===== config.mk =====
export PLATFORM = sky130hd
export DESIGN_NAME = alu_muldiv
export DESIGN_NICKNAME = d
export VERILOG_FILES = /design/src/rtl/alu_pkg.sv /design/src/rtl/muldiv_step.sv /design/src/rtl/alu_muldiv.sv
export SDC_FILE = /design/constraint.sdc
export NUM_CORES = 1
export LEC_CHECK = 0
export ABC_AREA = 1
export BUFFER_PORTS_ARGS = -buffer_cell sky130_fd_sc_hd__buf_4
export CORE_MARGIN = 2
export CORE_UTILIZATION = 33
export CTS_CLUSTER_DIAMETER = 50
export DETAILED_ROUTE_END_ITERATION = 16
export GPL_TIMING_DRIVEN = 0
export PLACE_DENSITY_LB_ADDON = 0.05
export SYNTH_ARGS = -nofsm -noshare
export SYNTH_HDL_FRONTEND = slang
export SYNTH_HIERARCHICAL = 1
export SYNTH_SLANG_ARGS = --single-unit

===== constraint.sdc =====
create_clock -name clk -period 2.55 [get_ports clk]
set_input_delay 0.3825 -clock clk [delete_from_list [all_inputs] [get_ports clk]]
set_output_delay 0.3825 -clock clk [all_outputs]
set_load 0.01 [all_outputs]

===== src/rtl/alu_pkg.sv =====
// Shared definitions for the iterative multiply/divide unit.
//   muldiv_op_t    - request operation codes (M-extension encoding order)
//   muldiv_state_t - control FSM states
//   muldiv_class_t - datapath iteration kind (shift-add vs restoring subtract)
//   MULDIV_ITERS   - iterations per operation (one per operand bit)
//   DIV0_QUOT      - quotient returned for division by zero
package alu_pkg;

  typedef enum logic [2:0] {
    OP_MUL    = 3'd0,
    OP_MULH   = 3'd1,
    OP_MULHSU = 3'd2,
    OP_MULHU  = 3'd3,
    OP_DIV    = 3'd4,
    OP_DIVU   = 3'd5,
    OP_REM    = 3'd6,
    OP_REMU   = 3'd7
  } muldiv_op_t;

  typedef enum logic [1:0] {
    ST_IDLE = 2'd0,
    ST_CALC = 2'd1,
    ST_DONE = 2'd2
  } muldiv_state_t;

  typedef enum logic {
    CLS_MUL = 1'b0,
    CLS_DIV = 1'b1
  } muldiv_class_t;

  localparam int          MULDIV_ITERS = 32;
  localparam logic [31:0] DIV0_QUOT    = 32'hFFFFFFFF;

  // All divide/remainder codes have bit 2 set.
  function automatic muldiv_class_t op_class(input muldiv_op_t op);
    return op[2] ? CLS_DIV : CLS_MUL;
  endfunction

endpackage


===== src/rtl/muldiv_step.sv =====
// One radix-2 iteration of the multiply/divide loop (purely combinational).
//   acc      - {hi, lo} working register (2*WIDTH bits)
//   operand  - multiplicand / divisor magnitude (WIDTH+1 bits)
//   op_class - CLS_MUL: conditional add of operand into hi, then shift right
//              CLS_DIV: shift left, trial-subtract operand, set quotient bit
//   acc_next - updated working register
// Divide layout: hi holds the partial remainder, lo shifts the dividend out
// at the top while quotient bits enter at the bottom.
module muldiv_step
  import alu_pkg::*;
#(
  parameter int WIDTH = 32
) (
  input  logic [2*WIDTH-1:0] acc,
  input  logic [WIDTH:0]     operand,
  input  muldiv_class_t      op_class,
  output logic [2*WIDTH-1:0] acc_next
);

  logic [WIDTH:0]   add_sum;
  logic [WIDTH:0]   trial;
  logic [WIDTH-1:0] diff;
  logic             borrow;

  always_comb begin
    // Multiply: the carry out of the add lands in the top bit after the shift.
    add_sum = {1'b0, acc[2*WIDTH-1:WIDTH]} + (acc[0] ? operand : '0);

    // Divide: remainder stays below the divisor, so WIDTH bits always hold
    // whichever of trial / diff is kept; the borrow decides which.
    trial  = {acc[2*WIDTH-1:WIDTH], acc[WIDTH-1]};
    borrow = (trial < operand);
    diff   = trial[WIDTH-1:0] - operand[WIDTH-1:0];

    if (op_class == CLS_MUL) begin
      acc_next = {add_sum, acc[WIDTH-1:1]};
    end else begin
      acc_next = {(borrow ? trial[WIDTH-1:0] : diff), acc[WIDTH-2:0], ~borrow};
    end
  end

endmodule


===== src/rtl/alu_muldiv.sv =====
// Iterative 32-bit multiply/divide unit (M-extension ops beside the ALU).
//   clk, rst_n            - clock, asynchronous active-low reset
//   req_valid/req_ready   - request handshake; req_ready is high only in IDLE
//   req_op, req_a, req_b  - operation code and operands, sampled on accept
//   rsp_valid/rsp_ready   - response handshake; rsp_valid is high only in DONE
//   rsp_result            - registered result, stable while rsp_valid is high
// Handshake rule: a transfer happens on a rising edge where valid and ready
// are both high; ready never depends combinationally on valid.
// Latency: accept on edge k, 32 iterations on edges k+1..k+32, result
// registered on edge k+33, which is also where rsp_valid rises.
module alu_muldiv
  import alu_pkg::*;
#(
  parameter int WIDTH = 32
) (
  input  logic             clk,
  input  logic             rst_n,
  input  logic             req_valid,
  output logic             req_ready,
  input  logic [2:0]       req_op,
  input  logic [WIDTH-1:0] req_a,
  input  logic [WIDTH-1:0] req_b,
  output logic             rsp_valid,
  input  logic             rsp_ready,
  output logic [WIDTH-1:0] rsp_result
);

  localparam logic [5:0] ITER_LAST = 6'(MULDIV_ITERS);

  muldiv_state_t      state_q, state_d;
  muldiv_op_t         op_in, op_q;
  logic [5:0]         iter_q;
  logic [2*WIDTH-1:0] acc_q, acc_step;
  logic [WIDTH:0]     b_mag_q;
  logic [WIDTH-1:0]   a_raw_q;
  logic               neg_q, b_zero_q;
  logic [WIDTH-1:0]   rsp_result_q;

  // Request decode: operand signedness, magnitudes and result sign.
  logic             signed_a, signed_b, a_neg, b_neg, res_neg_d;
  logic [WIDTH-1:0] a_abs;
  logic [WIDTH:0]   b_abs;

  always_comb begin
    op_in    = muldiv_op_t'(req_op);
    signed_a = (op_in == OP_MULH) || (op_in == OP_MULHSU) ||
               (op_in == OP_DIV)  || (op_in == OP_REM);
    signed_b = (op_in == OP_MULH) || (op_in == OP_DIV) || (op_in == OP_REM);
    a_neg    = signed_a & req_a[WIDTH-1];
    b_neg    = signed_b & req_b[WIDTH-1];
    // -2^31 negates to itself, which read as unsigned is the right magnitude.
    a_abs    = a_neg ? -req_a : req_a;
    b_abs    = {1'b0, (b_neg ? -req_b : req_b)};
    // Remainder follows the dividend; everything else is the sign product.
    res_neg_d = (op_in == OP_REM) ? a_neg : (a_neg ^ b_neg);
  end

  muldiv_step #(.WIDTH(WIDTH)) u_step (
    .acc      (acc_q),
    .operand  (b_mag_q),
    .op_class (op_class(op_q)),
    .acc_next (acc_step)
  );

  // Sign fixup and result selection. The overflow case (-2^31 / -1) needs no
  // special handling: the positive quotient 2^31 truncates to 0x80000000 and
  // the remainder is 0.
  logic [2*WIDTH-1:0] prod_fix;
  logic [WIDTH-1:0]   quot_fix, rem_fix, result_d;

  always_comb begin
    prod_fix = neg_q ? -acc_q : acc_q;
    quot_fix = neg_q ? -acc_q[WIDTH-1:0] : acc_q[WIDTH-1:0];
    rem_fix  = neg_q ? -acc_q[2*WIDTH-1:WIDTH] : acc_q[2*WIDTH-1:WIDTH];
    result_d = '0;
    case (op_q)
      OP_MUL:                      result_d = prod_fix[WIDTH-1:0];
      OP_MULH, OP_MULHSU, OP_MULHU: result_d = prod_fix[2*WIDTH-1:WIDTH];
      OP_DIV, OP_DIVU:             result_d = b_zero_q ? DIV0_QUOT : quot_fix;
      OP_REM, OP_REMU:             result_d = b_zero_q ? a_raw_q : rem_fix;
      default:                     result_d = '0;
    endcase
  end

  // Control FSM.
  always_comb begin
    state_d = state_q;
    case (state_q)
      ST_IDLE: if (req_valid)            state_d = ST_CALC;
      ST_CALC: if (iter_q == ITER_LAST)  state_d = ST_DONE;
      ST_DONE: if (rsp_ready)            state_d = ST_IDLE;
      default:                           state_d = ST_IDLE;
    endcase
  end

  always_ff @(posedge clk or negedge rst_n) begin
    if (!rst_n) begin
      state_q      <= ST_IDLE;
      op_q         <= OP_MUL;
      iter_q       <= '0;
      acc_q        <= '0;
      b_mag_q      <= '0;
      a_raw_q      <= '0;
      neg_q        <= 1'b0;
      b_zero_q     <= 1'b0;
      rsp_result_q <= '0;
    end else begin
      state_q <= state_d;
      case (state_q)
        ST_IDLE: begin
          if (req_valid) begin
            op_q     <= op_in;
            acc_q    <= {{WIDTH{1'b0}}, a_abs};
            b_mag_q  <= b_abs;
            a_raw_q  <= req_a;
            neg_q    <= res_neg_d;
            b_zero_q <= (req_b == '0);
            iter_q   <= '0;
          end
        end
        ST_CALC: begin
          // Counter reaching ITER_LAST means the loop is finished and this
          // edge only registers the fixed-up result.
          if (iter_q != ITER_LAST) begin
            acc_q  <= acc_step;
            iter_q <= iter_q + 6'd1;
          end else begin
            rsp_result_q <= result_d;
          end
        end
        default: ;
      endcase
    end
  end

  assign req_ready  = (state_q == ST_IDLE);
  assign rsp_valid  = (state_q == ST_DONE);
  assign rsp_result = rsp_result_q;

endmodule


### Word level (Yosys, flattened, before mapping)

Index checks and enable logic that the tools add are counted.

* bits of input ports: 71
* bits in read-only memories: 0
* bits in latches: 0
* output and inout bits: 34
* word-level logic and storage cells: 81
* memory bits (writable): 0
* memories kept: 0
* register bits after elaboration: 173

* order comparisons: 1
* eq/ne operators: 19
* multiplexer cells: 23
* bitwise logic cells: 5
* reductions and logical operators: 16
* add/sub/neg operators: 8
* multipliers: 0
* div/mod/pow operators: 0
* shift operators: 0

Operators by type and width (number)
* $mux W32: 8
* $mux W64: 4
* $neg A32 Y32: 4
* $pmux W32 S4: 1
* $pmux W64 S2: 1
* $neg A64 Y64: 1
* $add A32 B33 Y33: 1
* $lt A33 B32 Y1: 1
* $logic_not A32 Y1: 1
* $sub A32 B32 Y32: 1
* $eq A3 B3 Y1 const B: 6
* $mux W6: 2
* $pmux W6 S2: 1
* $eq A3 B2 Y1 const B: 3
* $add A6 B1 Y6 const B: 1
* $eq A3 B1 Y1 const B: 2
* $eq A6 B6 Y1 const B: 1
* $mux W2: 3
* $ne A2 B2 Y1 const B: 3
* $ne A6 B6 Y1 const B: 1
* $pmux W2 S3: 1
* $reduce_and A3 Y1: 2
* $logic_or A1 B1 Y1: 5
* $reduce_and A2 Y1: 2
* 12 further kinds: 16

### Depth between registers and ports, before layout

* depth after elaboration: 8
* gate-level depth with buffers: 19
* depth with buffers taken out: 18

### Modules after synthesis

Netlist, hierarchy kept.

Modules (own cells, without submodules)
* alu_muldiv: cells an instance 1963, area each 12524.5 µm², instances 1, sequential area each 4329.2 µm²
* muldiv_step: cells an instance 1283, area each 6253.5 µm², instances 1, sequential area each 0.0 µm²

### Worst setup path after synthesis

OpenSTA, ideal clock, no wires.

* kind: flip-flop to flip-flop
* from: register acc_q[0]
* to: register acc_q[42]
* path buffers: 2
* setup time: 0.130 ns
* clock period less this slack: 2.433 ns
* cell stages (with the launch flop): 17
* path slack: 0.117 ns
* arrival time: 2.303 ns
* data required time: 2.420 ns
* path through: dfrtp_1 clkbuf_1 clkbuf_1 nand2_1 inv_1 ha_1 a21oi_1 nand2_1 nand2_1 nand2_1 nand2_1 nand2_1 or2_2 nand3_1 nand2_1 nand3_1 o21ai_0

* word-level cells in the longest chain between the ends: 5

Ends and longest elaborated chain
* start: declaration: RTL line alu_muldiv.sv:33 `logic [2*WIDTH-1:0] acc_q, acc_step;`
* start signal: assignment: RTL line alu_muldiv.sv:113 `acc_q <= {{WIDTH{1'b0}}, a_abs};`
* start signal: assignment: RTL line alu_muldiv.sv:125 `acc_q <= acc_step;`
* $mux W32: RTL line muldiv_step.sv:27 `add_sum = {1'b0, acc[2*WIDTH-1:WIDTH]} + (acc[0] ? operand : '0);`
* $add A32 B33 Y33: RTL line muldiv_step.sv:27
* $mux W64: RTL line muldiv_step.sv:35 `if (op_class == CLS_MUL) begin`
* via acc_step[42]: RTL line alu_muldiv.sv:33
* $mux W64: RTL line alu_muldiv.sv:124 `if (iter_q != ITER_LAST) begin`
* $pmux W64 S2: RTL line alu_muldiv.sv:109 `case (state_q)`

The timed path passes the listed nets, and every way through them passes these cells. The select of a mux whose other input is x is not followed.
A chain may end at the register's enable or synchronous reset.

### Worst setup path in the final report

* from: register acc_q[54]
* to: register acc_q[38]

* word-level cells in the longest chain between the ends: 5

Ends and longest elaborated chain
* $lt A33 B32 Y1: RTL line muldiv_step.sv:32 `borrow = (trial < operand);`
* $mux W32: RTL line muldiv_step.sv:38 `acc_next = {(borrow ? trial[WIDTH-1:0] : diff), acc[WIDTH-2:0], ~borrow};`
* $mux W64: RTL line muldiv_step.sv:35
* via acc_step[38]: RTL line alu_muldiv.sv:33
* $mux W64: RTL line alu_muldiv.sv:124
* $pmux W64 S2: RTL line alu_muldiv.sv:109

The timed path passes the listed nets, and every way through them passes these cells. The select of a mux whose other input is x is not followed.

==> metrics.md <==
| Metric | Value |
|---|---|
| Run status | `finished, violations left` |
| Violated checks | `setup timing` |
| Most frequent cells in the layout | `sky130_fd_sc_hd__nand2_1, sky130_fd_sc_hd__inv_1, sky130_fd_sc_hd__nor2_1, sky130_fd_sc_hd__nand3_1, sky130_fd_sc_hd__buf_4` |
| # H-tree levels | `4` |
| Reg2reg end | `acc_q[38]` |
| Portion of total power attributed to sequential cells | `16.3%` |
| Max_cap viols | `0` |
| Maximum number of pins on one net before global-route repair | `113` |
| Routed wirelength normalized by instance count | `24.4 um` |
| Routability congestion estimate from global placement | `1.03` |
| Wire length of the first global-routing pass | `147000 um` |
| DRT antenna net count | `0` |
| Average footprint of a synthesized cell | `5.78 um2` |
| Number of instances in the synthesized netlist | `3246` |
| Multiplexer area fraction after synthesis | `0%` |
| First-iteration detailed-routing DRC count | `2372` |
| Yosys warns | `6` |
| Sw Ratio | `59.2%` |
| Die outline height | `243 um` |
| Dominant combinational cell family by area after synthesis | `simple AND/OR/NAND/NOR gates` |
| Layout overhead on the synthesized area | `30.9%` |
| Terminating pin of the worst hold path | `state_q[1]` |
| Post-route DRC violation count | `0` |
| Distinct cells, synth | `58` |
| Class of the tightest hold or removal check | `in -> reg` |
| Standby leakage power | `12.1 nW` |
| Worst reg2reg startpoint | `acc_q[54]` |
| Period Utilization, post-route | `101%` |
| Overall Global Routing Usage | `34.4%` |
| Commonest register cell after synthesis | `sky130_fd_sc_hd__dfrtp_1` |
| Transition at the pin with the smallest max-transition slack | `1.05 ns` |
| Via density | `5.46` |
| Internal power component | `16.5 mW` |
| Synth Area in Compound Gates | `13.3%` |
| Clock skew after layout | `0.0239 ns` |
| Synth async-reset ratio | `100%` |
| XOR/XNOR Fraction of Synth Area | `3.45%` |
| Ports | `105` |
| Cell with the largest stage delay on the worst path | `sky130_fd_sc_hd__dfrtp_2` |
| Worst setup slack for register-to-register paths | `-0.02 ns` |
| Headroom to the max-slew limit | `30.2%` |
| Maximum clock path buffer count | `2` |
| Area of the core region | `0.0563 mm2` |
| Type of destination of the critical path | `flip-flop` |
| Max stage delay on crit path | `0.59 ns` |
| Achievable frequency | `389 MHz` |
| Root buf cell | `sky130_fd_sc_hd__clkbuf_16` |
| Count of TritonRoute iterations in the first routing pass | `7` |
| Count of endpoints failing setup in the final report | `6` |
| Critical path class | `reg -> reg` |
| Ant. Diodes | `0` |
| DIE AREA | `0.0588 mm2` |
| Antenna violations before repair | `1` |
| Final worst slack | `-0.0196 ns` |
| Number of buffers added by the clock tree synthesis step | `17` |
| Clock net sink count | `173` |
| Worst reg2reg path depth | `15` |
| Fraction of final layout cells sized beyond drive strength 1 | `24.2%` |
| Total of flip-flops plus latches after synthesis | `173` |
| Critical path launch point | `acc_q[54]` |
| Number of failing hold endpoints at the final stage | `0` |
| Largest vdd supply drop | `0.000848 V` |
| Portion of the post-synthesis area used by sequential elements | `23.1%` |
| Die Width | `243 um` |
| Arithmetic-cell share of the synthesized area counting full adders, half adders and majority gates | `5.08%` |
| Instance area after placement | `0.0205 mm2` |
| Number of global-route vias before repair | `21476` |
| Start point of the worst hold path | `rsp_ready` |
| Wire length after detailed routing | `103000 um` |
| Number of flops mapped to enable cells by yosys | `0` |
| Post-Synth Simple-Gate Area | `43.7%` |
| Clock tree from TritonCTS | `yes` |
| Clock slew seen by the registers of the worst setup and hold paths | `0.08 ns` |
| Initial Utilization | `33.4%` |
| Buffering stage count on the worst path with inverters included | `2` |
| Worst setup slack after placement | `-1.06 ns` |
| Net switching power figure | `24.0 mW` |
| Number of nets in the layout | `3618` |
| Worst-skew pair later-pin latency | `0.51 ns` |
| Relative contribution of the clock network to total power | `7.2%` |
| P per Cell Area | `1650 mW/mm2` |
| Final TNS setup | `-0.0572 ns` |
| Port Buf Inserts | `104` |
| Count of pins over their slew limit | `0` |
| Total via count after detailed routing | `23153` |
| Post-synth design cell area | `0.0188 mm2` |
| Aggregate global routing overflow | `0` |
| Site Rows | `87` |
| Dominant delay contributor by cell family on the critical path | `simple AND/OR/NAND/NOR gates` |
| Unrepaired setup endpoints after global routing | `true` |
| Startpoint kind of the worst setup timing path | `flip-flop` |
| Post-route cell area | `0.0246 mm2` |
| Cell breakdown of the critical path | `ha_4, nand2_4, inv_2, nand2_1, nand2_1, a21oi_2, nor2_4, nor2_8, nand2_8, buf_8, nand2_2, nand3_2, nand2_2, nand3_1, o21ai_1` |
| Worst EP required | `2.96 ns` |
| Maximum fanout along the worst path | `8` |
| Sum of net half-perimeters after detailed placement | `82000 um` |
| Data arrival time at the worst-slack endpoint | `2.98 ns` |
| Portion of total power attributed to combinational logic | `76.5%` |
| Commonest non-fill, non-tap cell in the layout | `sky130_fd_sc_hd__nand2_1` |
| Worst hold path cell count | `2` |
| Minimum period implied by the final worst setup slack | `2.57 ns` |
## synth_stat cells (2+ instances only)
cell / n / area [um2]
sky130_fd_sc_hd__nand3_1: 315 / 1580
sky130_fd_sc_hd__clkbuf_1: 56 / 210
sky130_fd_sc_hd__o31ai_1: 5 / 37.5
sky130_fd_sc_hd__nor2_4: 5 / 56.3
sky130_fd_sc_hd__o22ai_1: 6 / 37.5
sky130_fd_sc_hd__nand2_2: 10 / 62.6
sky130_fd_sc_hd__o21ai_0: 242 / 1210
sky130_fd_sc_hd__nor3_2: 2 / 20.0
sky130_fd_sc_hd__clkinv_1: 5 / 18.8
sky130_fd_sc_hd__nand2_1: 1097 / 4120
sky130_fd_sc_hd__ha_1: 73 / 913
sky130_fd_sc_hd__a22oi_1: 2 / 15.0
sky130_fd_sc_hd__nand3b_1: 37 / 278
sky130_fd_sc_hd__nor2_2: 11 / 68.8
sky130_fd_sc_hd__o21ai_4: 2 / 32.5
sky130_fd_sc_hd__a21oi_2: 2 / 17.5
sky130_fd_sc_hd__xor2_1: 53 / 464
sky130_fd_sc_hd__inv_2: 15 / 56.3
sky130_fd_sc_hd__buf_1: 6 / 22.5
sky130_fd_sc_hd__o21ai_1: 21 / 105
sky130_fd_sc_hd__o211ai_1: 30 / 225
sky130_fd_sc_hd__nand3_2: 12 / 120
sky130_fd_sc_hd__o21a_1: 6 / 45.0
sky130_fd_sc_hd__nor2_1: 353 / 1330
sky130_fd_sc_hd__a21oi_1: 113 / 566
sky130_fd_sc_hd__buf_2: 30 / 150
sky130_fd_sc_hd__a21o_1: 2 / 15.0
sky130_fd_sc_hd__o21ai_2: 6 / 52.6
sky130_fd_sc_hd__buf_4: 3 / 22.5
sky130_fd_sc_hd__nor3_1: 19 / 95.1
sky130_fd_sc_hd__o21bai_1: 10 / 75.1
sky130_fd_sc_hd__dfrtp_1: 173 / 4330
sky130_fd_sc_hd__buf_6: 8 / 90.1
sky130_fd_sc_hd__and2_1: 4 / 25.0
sky130_fd_sc_hd__xnor2_1: 21 / 184
sky130_fd_sc_hd__fa_1: 2 / 40.0
sky130_fd_sc_hd__a31oi_1: 3 / 18.8
sky130_fd_sc_hd__nand2_4: 2 / 22.5
sky130_fd_sc_hd__nand4_1: 39 / 244
sky130_fd_sc_hd__nor4_1: 2 / 12.5
sky130_fd_sc_hd__or2_2: 14 / 87.6
sky130_fd_sc_hd__inv_1: 413 / 1550
## timing repair
item	CTS	global route
endpoints found under the hold margin	61	0
gates cloned	0	6
setup endpoints to repair	58	63
hold buffers	1	0
pin swaps	36	96
buffers inserted	56	39
gates resized for setup	294	399
## power by group through the flow
stage                     Combinational (mW)  Clock (mW)  Sequential (mW)
after global placement                  23.0           0             6.73
final                                   31.0        2.93             6.60
after detailed placement                23.1           0             6.74
after floorplan                         15.3           0             5.19
after CTS                               26.3        2.97             6.43
after global routing                    33.3        3.10             6.61
## cell type report
type                            instances  area [um2]
Buffer                                104         594
Clock buffer                           17         425
Clock inverter                         15         198
Fill cell                            6161       31700
Inverter                              435        1650
Multi-Input combinational cell       2536       14600
Sequential cell                       173        4420
Tap cell                              756         946
Timing Repair Buffer                  205        1720
## metal layers
| metal | up-vias | part of all wire, % | global-route usage (%) |
|---|---|---|---|
| li1 | 10832 | - | - |
| met3 | 138 | 8.4 | 5.93 |
| met2 | 1012 | 41 | 50.8 |
| met5 | - | 0 | 0 |
| met1 | 11171 | 47 | 50.9 |
| met4 | 0 | 3.2 | 9.84 |
## kinds of logic (layout without fill, tap and decap cells)
family / after synthesis / after routing
DFF: 173 / 173
and+or+nand+nor: 1929 / 1930
xor gates and xnor gates: 74 / 74
AOI/OAI and AO/OA: 455 / 455
other: 1 / 2
buffers and inverters: 539 / 776
adders and majority gates: 75 / 75
## worst register-to-register path: stages, from the launching register on
cell	delay, ns
sky130_fd_sc_hd__dfrtp_2	0.59
sky130_fd_sc_hd__ha_4	0.30
sky130_fd_sc_hd__nand2_4	0.10
sky130_fd_sc_hd__inv_2	0.03
sky130_fd_sc_hd__nand2_1	0.05
sky130_fd_sc_hd__nand2_1	0.08
sky130_fd_sc_hd__a21oi_2	0.19
sky130_fd_sc_hd__nor2_4	0.07
sky130_fd_sc_hd__nor2_8	0.26
sky130_fd_sc_hd__nand2_8	0.15
sky130_fd_sc_hd__buf_8	0.17
sky130_fd_sc_hd__nand2_2	0.06
sky130_fd_sc_hd__nand3_2	0.08
sky130_fd_sc_hd__nand2_2	0.16
sky130_fd_sc_hd__nand3_1	0.09
sky130_fd_sc_hd__o21ai_1	0.10
## registers in the layout (all words and copies together), names as in the netlist, 2 cells and up
| name | cells |
|---|---|
| acc_q | 64 |
| a_raw_q | 32 |
| b_mag_q | 32 |
| rsp_result | 32 |
| iter_q | 6 |
| op_q | 3 |
| state_q | 2 |
## worst max-delay path by stage
stage / end / slack (ns) / cells past startpoint
2_1_floorplan: acc_q[42] / 0.12 / 16
4_1_cts: rsp_result[24] / -0.09 / 13
6_report: acc_q[38] / -0.02 / 15
3_5_place_dp: acc_q[42] / -1.06 / 16
3_3_place_gp: acc_q[42] / -1.02 / 16
5_1_grt: acc_q[44] / -0.11 / 15
## stage by stage
stage          hold WS (ns)  total power [mW]  instances  utilization, %
6_report             0.0430              40.5       4241            43.7
5_1_grt              0.0396              43.0       4241            43.7
4_1_cts              0.0157              35.7       4197            40.5
3_5_place_dp          0.380              29.8       4108            36.5
3_3_place_gp          0.464              29.7       4107            36.4
2_1_floorplan        0.0869              20.5       3247               -
(Power assumes the default switching activity.)
